**config.mk**
```make
export PLATFORM = sky130hd
export DESIGN_NAME = traffic_phase_scheduler
export DESIGN_NICKNAME = d
export VERILOG_FILES = /design/src/rtl/traffic_phase_scheduler.sv
export SDC_FILE = /design/constraint.sdc
export NUM_CORES = 1
export LEC_CHECK = 0
export BUFFER_PORTS_ARGS = -buffer_cell sky130_fd_sc_hd__buf_4
export CAP_MARGIN = 20
export CORE_MARGIN = 2
export CORE_UTILIZATION = 29
export DETAILED_ROUTE_END_ITERATION = 6
export PLACE_DENSITY_LB_ADDON = 0.05
export SLEW_MARGIN = 15
export SYNTH_ARGS = -nofsm -noshare
export SYNTH_HDL_FRONTEND = slang
export SYNTH_SLANG_ARGS = --single-unit
```
**constraint.sdc**
```tcl
create_clock -name clk -period 2.6 [get_ports clk]
set_input_delay 0.52 -clock clk [delete_from_list [all_inputs] [get_ports clk]]
set_output_delay 0.52 -clock clk [all_outputs]
set_load 0.02 [all_outputs]
```
**src/rtl/traffic_phase_scheduler.sv**
```systemverilog
// Tick-driven main/cross/pedestrian phase sequencer with clearance phases,
// demand-actuated main-road hold and round-robin car/pedestrian arbitration.
module traffic_phase_scheduler #(
  parameter int MG_MIN    = 7,
  parameter int Y_TIME    = 2,
  parameter int AR_TIME   = 1,
  parameter int CG_TIME   = 5,
  parameter int WALK_TIME = 4
) (
  input  logic       clk,
  input  logic       reset,
  input  logic       tick,
  input  logic       car_cross,
  input  logic       ped_req,
  output logic       MG,
  output logic       MY,
  output logic       MR,
  output logic       CG,
  output logic       CY,
  output logic       CR,
  output logic       walk,
  output logic [3:0] count,
  output logic [2:0] phase
);

  // state        | meaning
  // MAIN_GREEN   | main road green, holds at count 0 until demand
  // MAIN_YELLOW  | main road yellow
  // ALL_RED_A    | clearance, picks car or pedestrian service
  // CROSS_GREEN  | cross road green
  // CROSS_YELLOW | cross road yellow
  // PED_WALK     | pedestrian walk, all vehicles red
  // ALL_RED_B    | clearance before returning to main green
  // ILLEGAL      | unreachable encoding, recovers to MAIN_GREEN
  typedef enum logic [2:0] {
    MAIN_GREEN   = 3'd0,
    MAIN_YELLOW  = 3'd1,
    ALL_RED_A    = 3'd2,
    CROSS_GREEN  = 3'd3,
    CROSS_YELLOW = 3'd4,
    PED_WALK     = 3'd5,
    ALL_RED_B    = 3'd6,
    ILLEGAL      = 3'd7
  } state_t;

  state_t     state, state_nx;
  logic [3:0] count_nx;
  logic       car_pend, car_nx;
  logic       ped_pend, ped_nx;
  logic       last_srv, last_nx;
  logic [6:0] lamps, lamps_nx;  // {MG,MY,MR,CG,CY,CR,walk}

  function automatic logic [3:0] dur_m1(input state_t s);
    case (s)
      MAIN_YELLOW, CROSS_YELLOW: dur_m1 = 4'(Y_TIME - 1);
      ALL_RED_A, ALL_RED_B:      dur_m1 = 4'(AR_TIME - 1);
      CROSS_GREEN:               dur_m1 = 4'(CG_TIME - 1);
      PED_WALK:                  dur_m1 = 4'(WALK_TIME - 1);
      default:                   dur_m1 = 4'(MG_MIN - 1);
    endcase
  endfunction

  always_comb begin
    state_nx = state;
    count_nx = count;
    car_nx   = car_pend;
    ped_nx   = ped_pend;
    last_nx  = last_srv;
    lamps_nx = 7'b1000010;

    if (state == ILLEGAL) begin
      state_nx = MAIN_GREEN;
      count_nx = 4'(MG_MIN - 1);
    end else if (tick) begin
      if (count != 4'd0) begin
        count_nx = count - 4'd1;
      end else begin
        case (state)
          MAIN_GREEN:   if (car_pend || ped_pend) state_nx = MAIN_YELLOW;
          MAIN_YELLOW:  state_nx = ALL_RED_A;
          ALL_RED_A: begin
            // on a tie, serve whichever type did not go last
            if (car_pend && ped_pend) state_nx = last_srv ? CROSS_GREEN : PED_WALK;
            else if (car_pend)        state_nx = CROSS_GREEN;
            else if (ped_pend)        state_nx = PED_WALK;
            else                      state_nx = ALL_RED_B;
          end
          CROSS_GREEN:  state_nx = CROSS_YELLOW;
          CROSS_YELLOW: state_nx = ALL_RED_B;
          PED_WALK:     state_nx = ALL_RED_B;
          default:      state_nx = MAIN_GREEN;
        endcase
        if (state_nx != state) count_nx = dur_m1(state_nx);
      end
    end

    if (car_cross && state != CROSS_GREEN && state != CROSS_YELLOW) car_nx = 1'b1;
    if (ped_req && state != PED_WALK) ped_nx = 1'b1;
    if (state_nx == CROSS_GREEN && state != CROSS_GREEN) begin
      car_nx  = 1'b0;
      last_nx = 1'b0;
    end
    if (state_nx == PED_WALK && state != PED_WALK) begin
      ped_nx  = 1'b0;
      last_nx = 1'b1;
    end

    case (state_nx)
      MAIN_YELLOW:          lamps_nx = 7'b0100010;
      ALL_RED_A, ALL_RED_B: lamps_nx = 7'b0010010;
      CROSS_GREEN:          lamps_nx = 7'b0011000;
      CROSS_YELLOW:         lamps_nx = 7'b0010100;
      PED_WALK:             lamps_nx = 7'b0010011;
      default:              lamps_nx = 7'b1000010;
    endcase
  end

  always_ff @(posedge clk) begin
    if (reset) begin
      state    <= MAIN_GREEN;
      count    <= 4'(MG_MIN - 1);
      car_pend <= 1'b0;
      ped_pend <= 1'b0;
      last_srv <= 1'b1;
      lamps    <= 7'b1000010;
    end else begin
      state    <= state_nx;
      count    <= count_nx;
      car_pend <= car_nx;
      ped_pend <= ped_nx;
      last_srv <= last_nx;
      lamps    <= lamps_nx;
    end
  end

  assign {MG, MY, MR, CG, CY, CR, walk} = lamps;
  assign phase = state;

endmodule

```
---- After elaboration in Yosys (flattened, before gate mapping) ----
Cells that the tools add are included.
storage, ports and cells
  output and inout port bits .............. 14
  bits in registers ....................... 17
  word-level logic and storage cells ...... 63
operators by class
  mux-type cells .......................... 16
  reductions and logical operators ........ 18
  add/sub/neg operators ................... 1
  eq/ne operators ......................... 22
operator list
  operator                                               number
  case mux 7 bit (5 select lines)                        1
  2-to-1 mux 3 bit                                       10
  == test 3 bit, second input constant                   9
  == test 3 x 2 -> 1 bit, second input constant          6
  case mux 3 bit (5 select lines)                        1
  OR reduction 2 bit                                     7
  case mux 3 bit (4 select lines)                        1
  == test 3 x 1 -> 1 bit, second input constant          3
  2-to-1 mux 4 bit                                       2
  logical AND 1 bit                                      6
  inequality test 3 bit, second input constant           2
  nonzero test 4 bit                                     1
  subtractor 4 x 1 -> 4 bit, second input constant       1
  logical NOT 3 bit                                      1
  inequality test 3 x 2 -> 1 bit, second input constant  1
  inequality test 3 bit                                  1
  2-to-1 mux 2 bit                                       1
  AND reduction 2 bit                                    1
  nonzero test 2 bit                                     1
  logical OR 1 bit                                       1

---- Longest topological paths before layout ----
Gate-level depths: netlist (run 1).
  depth after elaboration ................. 13
  depth in mapped cells ................... 10
  mapped depth without buffers ............ 10

---- Worst setup path before layout (run 1) ----
OpenSTA, ideal clock, no wires.
  kind .................................... flip-flop to flip-flop
  start ................................... register count[0]
  end ..................................... register lamps[1]
  cell stages (with the launch flop) ...... 10
  data arrival time ....................... 2.018 ns
  period minus slack after synthesis ...... 2.138 ns
  path slack .............................. 0.462 ns
  buffers on the path ..................... 0
  path through ............................ dfxtp_1 > inv_1 > ha_1 > and4bb_4 > o21ai_2 > o21ai_0 > inv_1 > ha_1 > mux2i_1 > a211o_1
between the ends
  longest elaborated chain between the ends .. 7
  elaborated cells on any way between the ends .. 12
  classes of those cells .................. eq/ne (6); mux (4); reduce/logical (2)
ends and longest elaborated chain
  what                                                     line  source
  start, declared                                          22    output logic [3:0] count,
  start signal, assigned                                   121   count <= 4'(MG_MIN - 1);
  start signal, assigned                                   128   count <= count_nx;
  nonzero test 4 bit (*)                                   75    if (count != 4'd0) begin
  2-to-1 mux 3 bit (*)                                     75
  2-to-1 mux 3 bit (*)                                     74    end else if (tick) begin
  2-to-1 mux 3 bit (*)                                     71    if (state == ILLEGAL) begin
  named net state_nx[1]                                    46    state_t state, state_nx;
  == test 3 x 2 -> 1 bit or == test 3 bit (tied branches)  108   case (state_nx)
  OR reduction 2 bit                                       108
  case mux 7 bit (5 select lines) (*)                      108
  end signal, assigned                                     132   lamps <= lamps_nx;
  end, declared                                            51    logic [6:0] lamps, lamps_nx;
The timed path passes the listed nets; every way through them passes the cells marked *.
A chain may end at the register's enable or synchronous reset.

---- Worst setup path after layout (run 1) ----
  start ................................... register count[0]
  end ..................................... register lamps[4]
Same word-level chain as after synthesis.

==> key figures, run 1 <==
Layout
  – Share of post-route cells with drive strength above 1: 20.93%
  – Fin area: 0.001129 mm²
  – Fin cells: 173
  – Nets: 141
  – Area Growth Syn to Fin: 20.11%
  – Ant diodes: 0
  – Most frequent cells in the layout: buf_4 (18), dfxtp_1 (17), nor2_1 (11), a21oi_1 (9), o21ai_0 (9)
  – Layout fillers: 335
  – Commonest non-fill, non-tap cell in the layout: buf_4

Flow run
  – Max Cap Viol: 0

Die
  – Die Height: 60.92 µm
  – # IOs: 19
  – Die area: 0.003711 mm²
  – Die span in x: 60.92 µm
  – Initial Utilization: 30.53%
  – Row cnt: 20
  – Core ar.: 0.003078 mm²

Synthesis
  – Syn nets: 124
  – Sequential cell area fraction in the yosys report: 36.22%
  – Post-synth EDFFs: 0
  – Ranking of synthesized cells by area: dfxtp_1 (36%), ha_1 (8.0%), o21ai_0 (5.3%)
  – Top cell type's share of synthesized area: 36.22%
  – Synth cell types: 34
  – Ys Warns: 0
  – Synthesized flop and latch total: 17
  – Synth Instances: 113
  – FFs w/ async S/R, synth: 0%
  – Area leader, netlist: dfxtp_1
  – Syn Std Cell Area: 939.7 µm²
  – Most used flip-flop cell after synthesis: dfxtp_1
  – Avg Inst Size Synth: 8.315 µm²

Routing
  – Routed WL: 2256 µm
  – Residual DRC: 0
  – DRT iter0 DRCs: 36
  – WL per Instance: 13.04 µm
  – First drt pass iteration count: 4
  – Final ANT Viol Nets: 0
  – Vias per std cell: 4.971
  – Total number of vias: 860

Global routing
  – Final global-route overflow total: 0
  – Tot GR Track Use: 13.67%
  – Antenna violations before repair: 0
  – First-pass GRT wire length: 3732 µm
  – Largest net degree at the start of global routing: 18
  – Vias in the first global route: 783

CTS
  – Clk Latency, worst-skew pair: 0.30 ns
  – CTS tree: built
  – Clk sinks: 17
  – CTS Root Cell: clkbuf_4
  – H-tree lvl count: 1
  – Hold-fix buffers, CTS: 0
  – Longest Clk Path Bufs: 2
  – CTS Buf Count: 3
  – Clock transition at path regs: 0.11 ns

Critical path
  – Cell class contributing the biggest share of worst-path delay: simple AND/OR/NAND/NOR gates
  – Critical-path cell list: inv_1 -> ha_1 -> nand4bb_1 -> nor4_1 -> a31oi_1 -> inv_1 -> ha_1 -> nor4_1 -> nor3_1
  – CP Data Required Time: 2.80 ns
  – CP max FO: 5
  – CP Buf/Inv Count: 2
  – CP startpoint kind: register
  – Arrival time worst endpoint: 2.47 ns
  – Setup Crit Path Kind: reg2reg
  – Max stage delay cell, worst path: dfxtp_1
  – Worst stage delay on the critical path: 0.41 ns
  – Nature of the critical path endpoint: register

Power
  – Pwr dens: 435.7 mW/mm²
  – Psw: 0.0001366 W
  – Static leakage: 0.4826 nW
  – Pint: 0.0003552 W
  – Clock power frac: 31.5%
  – Combinational power share: 12.3%
  – Sw Share: 27.78%
  – Sequential power share: 56.3%
  – Maximum vdd drop: 0.2208 mV

Outcome
  – Outcome: finished, final reports clean

Placement
  – Placement Cell Area: 0.001102 mm²
  – Input/output buffers: 18
  – Routability Congestion: 0.7890
  – Placed insts: 169
  – DP HPWL: 1668 µm
  – Pre-CTS setup slack: 0.2668 ns

STA
  – Min Tclk post-route: 2.266 ns
  – Final worst-path setup slack: 0.3336 ns
  – Worst slew margin: 62.62%
  – Measured slew at the worst slew-check pin: 0.5600 ns
  – Slew Viols, Final: 0
  – Final setup fails: 0
  – Clock Skews: 0.003073 ns
  – TNS Setup: 0 ns
  – RSZ-0062 raised after global routing: no
  – Share of the clock period used by the worst path: 87.17%
  – Final Hold Fails: 0
  – Fmax: 441.2 MHz

Min path
  – Hold Path Class: in2reg
[sequential cells by signal, summed over array words and instances (netlist names)]
| name | cells |
|---|---|
| lamps | 7 |
| count | 4 |
| car_pend | 1 |
| phase | 3 |
| ped_pend | 1 |
| last_srv | 1 |
[cells by family after synthesis]
| family | count (synthesis) | share of synthesized area (%) |
|---|---|---|
| DFF | 17 | 36.22 |
| muxes | 1 | 1.065 |
| AOI/OAI and AO/OA | 35 | 25.03 |
| and+or+nand+nor | 41 | 23.97 |
| buffers and inverters | 13 | 5.726 |
| adders and majority gates | 6 | 7.989 |
[final timing paths]
path         cells after the start                    end                   from  slack (ns)
max reg2reg                      9    lamps[4]$_SDFF_PP0_  count[0]$_SDFFE_PP0P_        0.33
min                              3  ped_pend$_SDFFE_PP0P_                ped_req        0.46
min reg2reg                      2  last_srv$_SDFFE_PP1P_  last_srv$_SDFFE_PP1P_        0.52
max                              9    lamps[4]$_SDFF_PP0_  count[0]$_SDFFE_PP0P_        0.33
[what timing repair did]
item                       4_1_cts  5_1_grt
setup endpoints to repair        0        3
buffers inserted                 0        0
resized for setup                0        1
[worst register-to-register path, cell delays in order, from the launching register on]
cell and delay [ns]:
dfxtp_1 0.41, inv_1 0.10, ha_1 0.25, nand4bb_1 0.20
nor4_1 0.08, a31oi_1 0.37, inv_1 0.13, ha_1 0.27
nor4_1 0.27, nor3_1 0.08
[cell type report]
cell class,instances,area (µm²),share of cell area (%)
Sequential cell,17,340.3,30.16
Clock buffer,4,26.28,2.328
Tap cell,44,55.05,4.878
Inverter,7,26.28,2.328
Timing Repair Buffer,18,135.1,11.97
Multi-Input combinational cell,83,545.5,48.34
[cell usage after synthesis, drive strengths merged (2+ instances only)]
cell / instances
a21oi: 9
nor2: 11
dfxtp: 17
a31oi: 4
nand2: 5
clkbuf: 4
buf: 2
nor2b: 3
and2: 4
and3: 4
o21ai: 11
nand3: 3
nor3: 5
ha: 6
inv: 7
nor4: 2
[routing by layer]
metal  wire, µm  track usage [%]  up-vias
met1       1073            17.87      393
met2       1056            22.12       21
met4         24            3.727        0
li1           -                -      441
met5          0                0        -
met3        102            3.838        5
[power groups by stage]
stage / Clock [W] / Sequential (W) / Combinational (W)
2_1_floorplan: 0 / 0.000284 / 0.0000384
3_3_place_gp: 0 / 0.000283 / 0.0000604
3_5_place_dp: 0 / 0.000283 / 0.0000609
4_1_cts: 0.000159 / 0.000277 / 0.0000611
5_1_grt: 0.000174 / 0.000278 / 0.0000682
6_report: 0.000155 / 0.000277 / 0.0000603
[metrics by stage]
step	power [W]	hold WS, ns	utilization (%)
after floorplan	0.0003224	0.4585	-
after global placement	0.0003430	0.4776	35.81
after detailed placement	0.0003435	0.4897	35.81
after CTS	0.0004967	0.4563	36.67
after global routing	0.0005202	0.4656	36.67
final	0.0004918	0.4649	36.67
(Power assumes the default switching activity.)
==> inputs of run 2 (changes only) <==
clock period = 1.8 ns   (was 2.6 ns; I/O delays follow)
==> run 2 against run 1 <==
The run now ends with negative setup slack left; clock-buffer cell count shrank 1; register-to-register slack lost 0.42 ns; sequential cell count is the same; largest cell class unchanged; sequential power grew 43%; setup slack lost 0.42 ns; final area grew 28%; non-clock buffer count grew 25; sequential share of layout area shrank 6.0 points; critical path depth is the same.
==> key figures, run 2 (synthesis gave the netlist of run 1 again) <==
Routing
  – WL per Instance: 13.09 µm
  – Vias per std cell: 5.010
  – Routed WL: 2591 µm
  – Total number of vias: 992
  – DRT iter0 DRCs: 31
  – First drt pass iteration count: 4
  – Final ANT Viol Nets: 0
  – Residual DRC: 0

Die
  – Die Height: 60.92 µm
  – Core ar.: 0.003078 mm²
  – Die span in x: 60.92 µm
  – # IOs: 19
  – Initial Utilization: 30.53%
  – Row cnt: 20
  – Die area: 0.003711 mm²

Layout
  – Largest Register: lamps
  – Max reg flops: 7
  – Nets: 166
  – Area Growth Syn to Fin: 54.06%
  – Ant diodes: 0
  – Layout fillers: 306
  – Commonest non-fill, non-tap cell in the layout: buf_4
  – Most frequent cells in the layout: buf_4 (42), dfxtp_1 (13), nor2_1 (10), o21ai_0 (9), a21oi_1 (8)
  – Fin cells: 198
  – Share of post-route cells with drive strength above 1: 48.05%

CTS
  – CTS tree: built
  – Clk Latency, worst-skew pair: 0.30 ns
  – Clk sinks: 17
  – Longest Clk Path Bufs: 2
  – Clock transition at path regs: 0.11 ns
  – CTS Root Cell: clkbuf_4
  – H-tree lvl count: 1
  – Hold-fix buffers, CTS: 0
  – CTS Buf Count: 3

Power
  – Maximum vdd drop: 0.2927 mV
  – Pwr dens: 518.0 mW/mm²
  – Static leakage: 0.6102 nW
  – Final Power: 0.0007498 W

STA
  – Measured slew at the worst slew-check pin: 0.3557 ns
  – WHS: 0.3045 ns
  – Min Tclk post-route: 1.888 ns
  – Clock Skews: 0.004324 ns
  – Final Hold Fails: 0
  – RSZ-0062 raised after global routing: yes
  – Worst slew margin: 76.29%
  – Final setup fails: 6
  – Share of the clock period used by the worst path: 104.9%
  – Final worst-path setup slack: -0.08848 ns
  – Fmax: 529.5 MHz
  – Slew Viols, Final: 0

Critical path
  – Arrival time worst endpoint: 2.09 ns
  – Nature of the critical path endpoint: register
  – CP startpoint kind: register
  – Setup Crit Path Kind: reg2reg
  – Crit. Startpoint: count[1]$_SDFFE_PP1P_
  – CP max FO: 5
  – CP Data Required Time: 2.00 ns
  – Reg-to-Reg End: lamps[4]$_SDFF_PP0_
  – Reg2Reg Setup Slack: -0.09 ns
  – Crit path to: lamps[4]$_SDFF_PP0_
  – R2r startpoint: count[1]$_SDFFE_PP1P_
  – R2R cell count: 9

Min path
  – Hold Path Class: in2reg

Global routing
  – Largest net degree at the start of global routing: 12
  – Vias in the first global route: 944
  – Final global-route overflow total: 0
  – Antenna violations before repair: 0
  – Tot GR Track Use: 16.05%
  – First-pass GRT wire length: 4312 µm

Outcome
  – Outcome: finished, violations left
  – Failing checks: negative setup slack

Flow run
  – Max Cap Viol: 0

Placement
  – Pre-CTS setup slack: -0.06229 ns
  – Input/output buffers: 18
  – Routability Congestion: 0.8000
  – DP HPWL: 1995 µm
  – Placed insts: 191
## run 2: critical path, stage by stage (launching register included)
cell and delay [ns]:
dfxtp_4 0.37, inv_4 0.06, ha_4 0.15, nand4bb_4 0.16
o21ai_0 0.24, o21ai_2 0.12, buf_4 0.16, ha_4 0.18
nor4_4 0.27, nor3_1 0.07
## run 2: where the power goes
group          internal [W]  switching, W  total (W)
sequential         0.000386     0.0000103   0.000396
clock             0.0000848      0.000138   0.000223
combinational     0.0000675     0.0000632   0.000131
total              0.000538      0.000212   0.000750
## run 2: worst min path at each step
stage / start / to / slack (ns) / cells past startpoint
after detailed placement: last_srv$_SDFFE_PP1P_ / last_srv$_SDFFE_PP1P_ / 0.49 / 2
after global routing: reset / phase[1]$_SDFF_PP0_ / 0.31 / 2
after floorplan: last_srv$_SDFFE_PP1P_ / last_srv$_SDFFE_PP1P_ / 0.46 / 2
final: ped_req / ped_pend$_SDFFE_PP0P_ / 0.30 / 3
after global placement: last_srv$_SDFFE_PP1P_ / last_srv$_SDFFE_PP1P_ / 0.49 / 2
after CTS: ped_req / ped_pend$_SDFFE_PP0P_ / 0.30 / 3
## run 2: layout make-up
cell class / count / area (µm²) / area share (%)
clock buffers: 3 / 22.52 / 1.556
clock inverters: 1 / 7.507 / 0.5186
inverters: 7 / 31.28 / 2.161
multi-input cells: 83 / 654.4 / 45.20
flip-flops and latches: 17 / 350.3 / 24.20
well taps: 44 / 55.05 / 3.803
repair buffers: 43 / 326.6 / 22.56
## run 2: stage by stage
stage                     utilization [%]  cell area, µm²   TNS (ns)
after CTS                           44.96            1384    -0.2372
after detailed placement            43.54            1340    -0.1237
after global routing                47.03            1448    -0.9301
final                               47.03            1448    -0.1981
after global placement              43.54            1340   -0.01729
after floorplan                         -            1015  -0.007596
## run 2: repair_timing
item | in CTS | in global routing
buffers inserted | 1 | 2
setup endpoints to repair | 5 | 11
pin swaps | 4 | 3
resized for setup | 2 | 10
endpoints found under the hold margin | 0 | 0
## run 2: per-layer routing
| metal | vias up | GRT usage (%) | wire (µm) |
|---|---|---|---|
| li1 | 495 | - | - |
| met1 | 470 | 19.38 | 1145 |
| met2 | 20 | 27.80 | 1305 |
| met3 | 7 | 2.345 | 90 |
| met4 | 0 | 7.764 | 49 |
| met5 | - | 0 | 0 |
==> inputs of run 3 (changes only) <==
ABC_AREA = 1   (was not set)
==> run 3 against run 2 <==
The run now ends clean; first-iteration DRC count shrank 13%; non-clock buffer count decreased by 7; synthesized cell count grew 13%; worst hold slack got worse by 0.022 ns; combinational power increased by 15%; sequential cell count is the same; highest routed layer unchanged.
==> key figures, run 3 <==
Outcome
  – Outcome: finished, final reports clean

CTS
  – CTS tree: built
  – Longest Clk Path Bufs: 2
  – Clk sinks: 17
  – Clk Latency, worst-skew pair: 0.30 ns
  – CTS Buf Count: 3
  – CTS Root Cell: clkbuf_4
  – H-tree lvl count: 1
  – Clock transition at path regs: 0.11 ns

Layout
  – Layout fillers: 354
  – Nets: 179
  – Largest Register: lamps
  – Storage element area: 346.6 µm²
  – Fin area: 0.001415 mm²
  – Commonest non-fill, non-tap cell in the layout: buf_4
  – Area taken by multi-input logic gates: 619.3 µm²
  – Ant diodes: 0
  – Area Growth Syn to Fin: 40.85%
  – Max reg flops: 7
  – Share of post-route cells with drive strength above 1: 46.71%
  – Most frequent cells in the layout: buf_4 (36), nand2_1 (17), inv_1 (16), dfxtp_1 (14), nor2_1 (10)

Critical path
  – CP max FO: 4
  – Reg2Reg Setup Slack: 0.08 ns
  – Setup Crit Path Kind: reg2reg
  – Arrival time worst endpoint: 1.96 ns
  – CP Data Required Time: 2.04 ns
  – Cell class contributing the biggest share of worst-path delay: compound AO/OA/AOI/OAI gates
  – R2R cell count: 11
  – R2r startpoint: count[1]$_SDFFE_PP1P_
  – CP Buf/Inv Count: 3
  – Critical-path cell list: inv_4 -> ha_4 -> nand3_4 -> inv_4 -> o21ai_2 -> a21oi_2 -> inv_2 -> ha_4 -> o211ai_2 -> nand4_1 -> nand2_1
  – Nature of the critical path endpoint: register
  – Critical path depth: 11
  – Worst stage delay on the critical path: 0.37 ns
  – Reg-to-Reg End: lamps[6]$_SDFF_PP1_
  – Max stage delay cell, worst path: dfxtp_4
  – CP startpoint kind: register

Synthesis
  – Syn nets: 139
  – Post-synthesis adder-cell area fraction: 7.472%
  – Commonest cells in the netlist: inv_1 (18), dfxtp_1 (17), nand2_1 (17), nor2_1 (11), a21oi_1 (9)
  – Area leader, netlist: dfxtp_1
  – Most used flip-flop cell after synthesis: dfxtp_1
  – Top cell type's share of synthesized area: 33.87%
  – Ys Warns: 0
  – Simple-Gate Fraction of Synth Area: 34.87%
  – Post-synth EDFFs: 0
  – Syn Std Cell Area: 0.001005 mm²
  – FFs w/ async S/R, synth: 0%
  – Mux share of post-synthesis cell area: 0%
  – XOR/XNOR Fraction of Synth Area: 0%
  – Most instantiated library cell after synthesis: inv_1
  – Synth cell types: 28
  – Largest family of logic cells by synthesized area: simple AND/OR/NAND/NOR gates
  – Ranking of synthesized cells by area: dfxtp_1 (34%), ha_1 (7.5%), inv_1 (6.7%)
  – Avg Inst Size Synth: 7.849 µm²
  – Sequential cell area fraction in the yosys report: 33.87%
  – Synthesized flop and latch total: 17
  – Synth Area in Compound Gates: 14.82%
  – Synth Instances: 128

Die
  – Die area: 0.003951 mm²
  – # IOs: 19
  – Initial Utilization: 30.11%
  – Row cnt: 21
  – Die Height: 62.86 µm
  – Die span in x: 62.86 µm
  – Core ar.: 0.003337 mm²

Global routing
  – Vias in the first global route: 917
  – Antenna violations before repair: 0
  – Final global-route overflow total: 0
  – Tot GR Track Use: 12.56%
  – First-pass GRT wire length: 3974 µm
  – Largest net degree at the start of global routing: 12

Min path
  – Hold Path Origin: reset
  – Hold Path End: phase[2]$_SDFF_PP0_
  – Min-Delay Path Depth: 2
  – Hold Path Class: in2reg

Power
  – Final Power: 0.0007633 W
  – Maximum vdd drop: 0.2674 mV
  – Static leakage: 0.6495 nW
  – Pwr dens: 539.4 mW/mm²

STA
  – Worst slew margin: 85.63%
  – Slew Viols, Final: 0
  – Share of the clock period used by the worst path: 95.62%
  – Final Hold Fails: 0
  – Clock Skews: 0.009935 ns
  – Final setup fails: 0
  – Fmax: 581.0 MHz
  – Measured slew at the worst slew-check pin: 0.2133 ns
  – Min Tclk post-route: 1.721 ns
  – Final worst-path setup slack: 0.07879 ns
  – RSZ-0062 raised after global routing: yes

Placement
  – Pre-CTS setup slack: -0.01561 ns
  – Routability Congestion: 0.7926
  – DP HPWL: 1846 µm
  – Placement Cell Area: 0.001281 mm²
  – Input/output buffers: 18

Routing
  – WL per Instance: 10.98 µm
  – Routed WL: 2338 µm
  – DRT iter0 DRCs: 27
  – Final ANT Viol Nets: 0
  – Total number of vias: 947
  – Vias per std cell: 4.446
  – First drt pass iteration count: 4
  – Residual DRC: 0

Flow run
  – Max Cap Viol: 0
[run 3: changes by cell type after synthesis, sizes merged, moves of 4 or more]
cell   delta
inv      +16
nand3     +8
and2      -4
and3      -4
nand2    +21
[run 3: final cells by class]
| class | count | share of cell area [%] |
|---|---|---|
| Multi-Input combinational cell | 87 | 43.77 |
| Clock buffer | 3 | 1.592 |
| Timing Repair Buffer | 36 | 19.10 |
| Sequential cell | 17 | 24.49 |
| Inverter | 23 | 6.454 |
| Tap cell | 46 | 4.067 |
| Clock inverter | 1 | 0.5305 |
[run 3: layer usage]
metal	vias to the layer above	global-route usage, %	part of all wire, %
met2	14	22.87	51
met4	0	3.333	0.77
met1	438	14.59	45
met3	2	2.883	2.8
met5	-	0	0
li1	493	-	-
[run 3: how the worst max path moves through the flow]
stage               slack [ns]                  start                   to
floorplan                 0.01  count[0]$_SDFFE_PP0P_  lamps[1]$_SDFF_PP1_
global placement          0.06  count[0]$_SDFFE_PP0P_  lamps[1]$_SDFF_PP1_
detailed placement       -0.02  count[0]$_SDFFE_PP0P_  lamps[1]$_SDFF_PP1_
CTS                      0.009  count[0]$_SDFFE_PP0P_  lamps[6]$_SDFF_PP1_
global route             -0.05  count[1]$_SDFFE_PP1P_  lamps[6]$_SDFF_PP1_
finish                    0.08  count[1]$_SDFFE_PP1P_  lamps[6]$_SDFF_PP1_
[run 3: repair_timing]
| item | in CTS | in global routing |
|---|---|---|
| gates resized for setup | 1 | 13 |
| hold buffers | 0 | 0 |
| pin swaps | 2 | 5 |
| setup buffers | 2 | 6 |
| setup endpoints to repair | 2 | 6 |
[run 3: report_power, final]
| group | leakage (nW) | internal [W] | switching (W) |
|---|---|---|---|
| sequential | 0.139 | 0.000388 | 0.0000102 |
| clock | 0.0139 | 0.0000846 | 0.000130 |
| combinational | 0.496 | 0.0000695 | 0.0000810 |
| total | 0.649 | 0.000542 | 0.000221 |
[run 3: worst register-to-register path, stage by stage, from the launching register on]
cell and delay (ns):
dfxtp_4 0.37, inv_4 0.07, ha_4 0.16, nand3_4 0.11
inv_4 0.09, o21ai_2 0.05, a21oi_2 0.18, inv_2 0.09
ha_4 0.17, o211ai_2 0.18, nand4_1 0.12, nand2_1 0.09
[run 3: stage by stage]
stage	hold slack (ns)	cells	utilization [%]	TNS, ns
CTS	0.2676	207	39.78	0
detailed placement	0.4591	201	38.40	-0.02785
global route	0.2701	213	42.41	-0.09406
floorplan	0.4289	128	-	0
global placement	0.4567	201	38.40	0
finish	0.2820	213	42.41	0
[run 3: kinds of logic (layout without fill, tap and decap cells)]
| kind of cell | count (synthesis) | count (layout) |
|---|---|---|
| simple gates | 58 | 58 |
| buf+inv | 24 | 63 |
| compound gates | 23 | 23 |
| flops | 17 | 17 |
| fa+ha+maj | 6 | 6 |
